## src/rtl/lif_neuron_array.sv

```systemverilog
// Array of independent leaky integrate-and-fire neurons sharing one threshold,
// with refractory handling, a registered potential readout port and a
// saturating population spike counter.
module lif_neuron_array #(
    parameter int N_NEURONS  = 4,
    parameter int WIDTH      = 8,
    parameter int LEAK_SHIFT = 2,
    parameter int REFRACT    = 2
) (
    input  logic                                               clk,
    input  logic                                               reset,
    input  logic                                               step,
    input  logic [N_NEURONS*WIDTH-1:0]                         current,
    input  logic [WIDTH-1:0]                                   threshold,
    input  logic                                               sub_mode,
    input  logic                                               clear_count,
    input  logic [(N_NEURONS > 1 ? $clog2(N_NEURONS) : 1)-1:0] sel,
    output logic [N_NEURONS-1:0]                               spike,
    output logic [WIDTH-1:0]                                   potential,
    output logic [15:0]                                        spike_count
);

    localparam int RC_W  = (REFRACT > 0) ? $clog2(REFRACT + 1) : 1;
    localparam int CNT_W = $clog2(N_NEURONS + 1);

    logic [WIDTH-1:0]     u_q  [N_NEURONS];
    logic [WIDTH-1:0]     u_d  [N_NEURONS];
    logic [RC_W-1:0]      rc_q [N_NEURONS];
    logic [RC_W-1:0]      rc_d [N_NEURONS];
    logic [N_NEURONS-1:0] fire_d;
    logic [CNT_W-1:0]     n_fire;
    logic [16:0]          count_sum;
    logic [15:0]          count_d;
    logic [WIDTH-1:0]     sel_u;

    // Per-neuron timestep update: leak, integrate, saturate, fire and refractory bookkeeping
    always_comb begin
        logic [WIDTH-1:0] leaked;
        logic [WIDTH:0]   sum;
        logic [WIDTH-1:0] sat;
        leaked = '0;
        sum    = '0;
        sat    = '0;
        fire_d = '0;
        for (int unsigned i = 0; i < N_NEURONS; i++) begin
            u_d[i]  = u_q[i];
            rc_d[i] = rc_q[i];
            leaked  = u_q[i] - (u_q[i] >> LEAK_SHIFT);
            sum     = {1'b0, leaked} + {1'b0, current[i*WIDTH +: WIDTH]};
            sat     = sum[WIDTH] ? '1 : sum[WIDTH-1:0];
            if (step) begin
                if (rc_q[i] != '0) begin
                    rc_d[i] = rc_q[i] - RC_W'(1);
                    u_d[i]  = leaked;
                end else if (threshold != '0 && sat >= threshold) begin
                    fire_d[i] = 1'b1;
                    u_d[i]    = sub_mode ? (sat - threshold) : '0;
                    rc_d[i]   = RC_W'(REFRACT);
                end else begin
                    u_d[i] = sat;
                end
            end
        end
    end

    // Population count of this step's spikes and saturating accumulation
    always_comb begin
        n_fire = '0;
        for (int unsigned i = 0; i < N_NEURONS; i++) begin
            n_fire = n_fire + CNT_W'(fire_d[i]);
        end
        count_sum = {1'b0, spike_count} + 17'(n_fire);
        count_d   = count_sum[16] ? 16'hFFFF : count_sum[15:0];
    end

    // Readout mux for the selected neuron; out-of-range indices read as zero
    always_comb begin
        sel_u = '0;
        if (int'(sel) < N_NEURONS) begin
            sel_u = u_q[sel];
        end
    end

    // State registers; clear_count outranks the spikes counted in the same cycle
    always_ff @(posedge clk) begin
        if (reset) begin
            for (int unsigned i = 0; i < N_NEURONS; i++) begin
                u_q[i]  <= '0;
                rc_q[i] <= '0;
            end
            spike       <= '0;
            potential   <= '0;
            spike_count <= '0;
        end else begin
            for (int unsigned i = 0; i < N_NEURONS; i++) begin
                u_q[i]  <= u_d[i];
                rc_q[i] <= rc_d[i];
            end
            spike       <= fire_d;
            potential   <= sel_u;
            spike_count <= clear_count ? '0 : count_d;
        end
    end

endmodule

```

## config.mk

```make
export PLATFORM = sky130hd
export DESIGN_NAME = lif_neuron_array
export DESIGN_NICKNAME = d
export VERILOG_FILES = /design/src/rtl/lif_neuron_array.sv
export SDC_FILE = /design/constraint.sdc
export NUM_CORES = 1
export LEC_CHECK = 0
export ABC_CLOCK_PERIOD_IN_PS = 6500
export BUFFER_PORTS_ARGS = -buffer_cell sky130_fd_sc_hd__buf_4
export CAP_MARGIN = 20
export CORE_MARGIN = 8
export CORE_UTILIZATION = 55
export DETAILED_ROUTE_END_ITERATION = 10
export PLACE_DENSITY = 0.75
export SKIP_CTS_REPAIR_TIMING = 1
export SYNTH_ARGS = -nofsm -noshare
export SYNTH_HDL_FRONTEND = slang
export SYNTH_SLANG_ARGS = --single-unit
```

## constraint.sdc

```tcl
create_clock -name clk -period 6.5 [get_ports clk]
set_input_delay 0.325 -clock clk [delete_from_list [all_inputs] [get_ports clk]]
set_output_delay 0.325 -clock clk [all_outputs]
set_load 0.005 [all_outputs]
```

Yosys cells after proc, flatten, opt, wreduce, memory -nomap -nowiden
Memory sizes are Yosys's and may differ from the RTL's. A register that Yosys moved wholly into a read port is not among the register bits.
Cells that the tools add are included.
Widths: inputs -> output; s select.
{"block": "totals", "memories": 2, "register_bits": 20, "ram_bits": 40}
{"block": "op_classes", "add_sub_neg": 20, "magnitude_cmp": 4, "mux": 56, "n_bitwise": 8, "n_reduce_logical": 10}
{"name": "u_q", "depth": 4, "width": 8, "read_ports": 5, "rd_ports_with_merged_regs": 1, "wr": 4, "line_no": "26", "rtl": "logic [WIDTH-1:0] u_q [N_NEURONS];"}
{"name": "rc_q", "depth": 4, "width": 2, "read_ports": 4, "rd_ports_with_merged_regs": 0, "wr": 4, "line_no": "28", "rtl": "logic [RC_W-1:0] rc_q [N_NEURONS];"}
{"op": "$mux 8", "count": 24}
{"op": "$add 8x8->9", "count": 4}
{"op": "$ge 8x8->1", "count": 4}
{"op": "$mux 2", "count": 16}
{"op": "$sub 8x6->8", "count": 4}
{"op": "$sub 8x8->8", "count": 4}
{"op": "$add 16x3->17", "count": 1}
{"op": "$mux 16", "count": 1}
{"op": "$mux 1", "count": 15}
{"op": "$or 1x1->1", "count": 8}
{"op": "$reduce_bool 2->1", "count": 4}
{"op": "$reduce_bool 8->1", "count": 1}
{"op": "$sub 2x1->2 const B", "count": 4}
{"op": "$logic_and 1x1->1", "count": 4}
{"op": "$add 2x1->3", "count": 1}
{"op": "$add 3x1->3", "count": 1}
{"op": "$add 1x1->2", "count": 1}
{"op": "$reduce_or 2->1", "count": 1}

Depth between registers and ports, before layout
{"block": "logic_depth", "ltp_word": 13, "depth_mapped": 32, "mapped_depth_nobuf": 32}

Least setup slack after synthesis
OpenSTA, ideal clock, no wires.
{"block": "synth_path", "kind": "flip-flop to flip-flop", "from": "memory u_q[2][3]", "to": "register spike_count[10]", "arrival_time_ns": 6.253, "synth_period_minus_slack_ns": 6.324, "setup_slack_ns": 0.176, "stages_incl_launch_ff": 32, "path_buffers": 1, "setup_ns": 0.070, "cell_sequence": "dfxtp_1 -> inv_1 -> ha_1 -> nor2b_1 -> o31a_1 -> o21ai_0 -> nor3b_1 -> nor2_1 -> ha_1 -> or2_0 -> a31o_2 -> o211ai_1 -> nand2_1 -> or2_2 -> inv_1 -> fa_1 -> nand2b_1 -> o2bb2ai_2 -> a21oi_2 -> o21ai_2 -> nor2_1 -> fa_1 -> inv_1 -> fa_1 -> inv_1 -> fa_1 -> and3_1 -> nand3_1 -> nor3_1 -> nand2_1 -> buf_2 -> a21oi_1"}
{"item": "from (decl)", "line_no": "26"}
{"item": "to (signal assigned)", "line_no": "101", "rtl": "spike_count <= clear_count ? '0 : count_d;"}
{"item": "to (decl)", "line_no": "20", "rtl": "output logic [15:0] spike_count"}

==> metrics.md <==
| Metric | Value |
|---|---|
| Outcome | finished clean |
| Number of DRC markers in iteration 0 | 781 |
| Setup crit start | u_q[0][0] |
| Post-Syn Area | 7600 um2 |
| Seq/Total Area, Yosys | 0.179 |
| Mapped Cells | 940 |
| CTS H-tree depth | 3 |
| Reg2reg end | spike_count[14] |
| Critical Path Source Type | flop |
| Post-route cell area | 9000 um2 |
| Max-slew violation count | 0 |
| Port bufs | 74 |
| Synth-to-Final Area Change | 18.4% |
| Element type at the critical path end | flop |
| Io pins | 75 |
| Arr. time, crit path | 6.50 ns |
| Synth unique cells | 82 |
| Slowest stage cell on the critical path | fa_1 |
| Drt drc | 0 |
| Final ANT Viol Nets | 0 |
| Synth Warn # | 0 |
| Row count | 43 |
| Clock tree root driver cell | clkbuf_16 |
| Area after DPL | 8360 um2 |
| Most common cell after layout, fill and taps aside | buf_4 |
| Vias | 7767 |
| Initial core utilization | 0.556 |
| Req. time, crit path | 6.72 ns |
| Worst R2R Start | u_q[0][0] |
| Skew final | 0.00887 ns |
| Number of synthesized flops with an enable pin | 0 |
| Final setup fails | 0 |
| Total CTS buffers | 9 |
| Clk buf depth | 2 |
| Wire length per cell | 18.7 um |
| Worst hold path startpoint | sub_mode |
| Die height | 134 um |
| CP Max Fanout | 5 |
| Ys flop type | dfxtp_1 |
| Tmin final | 6.29 ns |
| HP Class | in -> reg |
| All-Layer GR Usage | 0.243 |
| Most frequent cells in the layout | buf_4, ha_1, a21oi_1, inv_1, nor2_1 |
| Clock Latency Late Sink | 0.34 ns |
| Core ar. | 13700 um2 |
| Final layout net count | 1185 |
| First-pass GRT wire length | 35800 um |
| Worst r2r path cells | 31 |
| Crit path kind | reg -> reg |
| Initial antenna violation count | 0 |
| Final std cells w/o fill | 1211 |
| R2R setup slack | 0.21 ns |
| Worst Hold Depth | 3 |
| Slew HR | 0.560 |
| Largest net degree at the start of global routing | 49 |
| DR vias/cell | 6.41 |
| RePlAce Congestion | 0.950 |
| Synth Register Bits | 68 |
| Clock sinks | 68 |
| Slew of the pin with the lowest slew margin | 0.659 ns |
| Critical Path Max Stage Delay | 0.50 ns |
| Share of layout cells above drive strength 1 | 0.193 |
| Drt first pass iters | 6 |
| Final setup TNS | 0 ns |
| Syn_nets | 1099 |
| Synth async-reset ratio | 0 |
| Reg clk slew, reported paths | 0.06 ns |
| Detailed Place HPWL | 17100 um |
| Placed insts | 1181 |
| Fmax | 159 MHz |
| CTS tree | built |
| Final wirelength | 22700 um |
| GRT overflow | 0 |
| Max-cap viol count | 0 |
| Vias in the first global route | 7216 |
| RSZ-0062 raised after global routing | true |
| Hold Violations, Final | 0 |
| Chip width | 134 um |
| Ant diodes | 0 |
| Worst Hold End | u_q[1][5] |
| Syn Area/Cell | 8.09 um2 |
| Fin crit share | 0.967 |
| Total Die Area | 17800 um2 |
through the flow:
step                hold slack [ns]   util  setup slack [ns]
finish                        0.361  0.659             0.214
global route                  0.421  0.659           -0.0727
CTS                           0.362  0.636           -0.0288
detailed placement            0.475  0.612           0.00704
global placement              0.467  0.612             0.144
floorplan                     0.454      -             0.176
routing by layer:
metal | wire (um) | track usage
met1 | 9370 | 0.312
met2 | 10500 | 0.391
met3 | 2050 | 0.0441
met4 | 792 | 0.103
met5 | 0 | 0
kinds of logic (layout without fill, tap and decap cells):
logic type | after synthesis | in the layout | synth area share
AO/OA/AOI/OAI | 314 | 314 | 0.285
AND/OR/NAND/NOR | 273 | 273 | 0.184
adder cells (fa/ha/maj) | 112 | 112 | 0.199
buffers and inverters | 100 | 191 | 0.0533
flip-flops | 68 | 68 | 0.179
XOR/XNOR | 57 | 57 | 0.0657
multiplexers | 16 | 16 | 0.0342
critical path, delay by kind of cell (launching register included):
kind	cells	cell delay, ns
adders and majority gates	7	2.37
and+or+nand+nor	11	1.77
DFF	1	0.32
buffers and inverters	5	0.41
AOI/OAI and AO/OA	7	1.06
xor gates and xnor gates	1	0.21
worst max path at each step:
stage                            to  slack, ns  cells past startpoint
finish              spike_count[14]       0.21                     31
global route        spike_count[14]      -0.07                     32
CTS                  spike_count[0]      -0.03                     28
detailed placement  spike_count[13]      0.007                     30
global placement    spike_count[14]       0.14                     30
floorplan           spike_count[10]       0.18                     31
cells in the mapped netlist, types with 18 or more instances:
master,count,area (um2)
a21o_1,22,165
nand2_1,52,195
dfxtp_1,68,1360
xor2_1,22,193
nand2b_1,18,113
nand3_1,31,155
clkbuf_1,18,67.6
inv_1,71,267
xnor2_1,35,307
o21ai_0,56,280
ha_1,97,1210
nor2_1,68,255
nor3_1,20,100
a21oi_1,80,400
final cells by class:
class                      instances  area [um2]
multi-input combinational        772        6030
fill                            1175        4670
sequential                        68        1370
timing repair buffer             102         769
inverter                          73         274
clock buffer                      10         239
tap                              180         225
clock inverter                     6        95.1
flip-flops by register name, summed over array words and instances, names as in the netlist:
register	flops
u_q	32
spike_count	16
potential	8
rc_q	8
spike	4
Power is not shown: default switching activity piles up to over one toggle a cycle in this logic, so the estimate is an artifact.
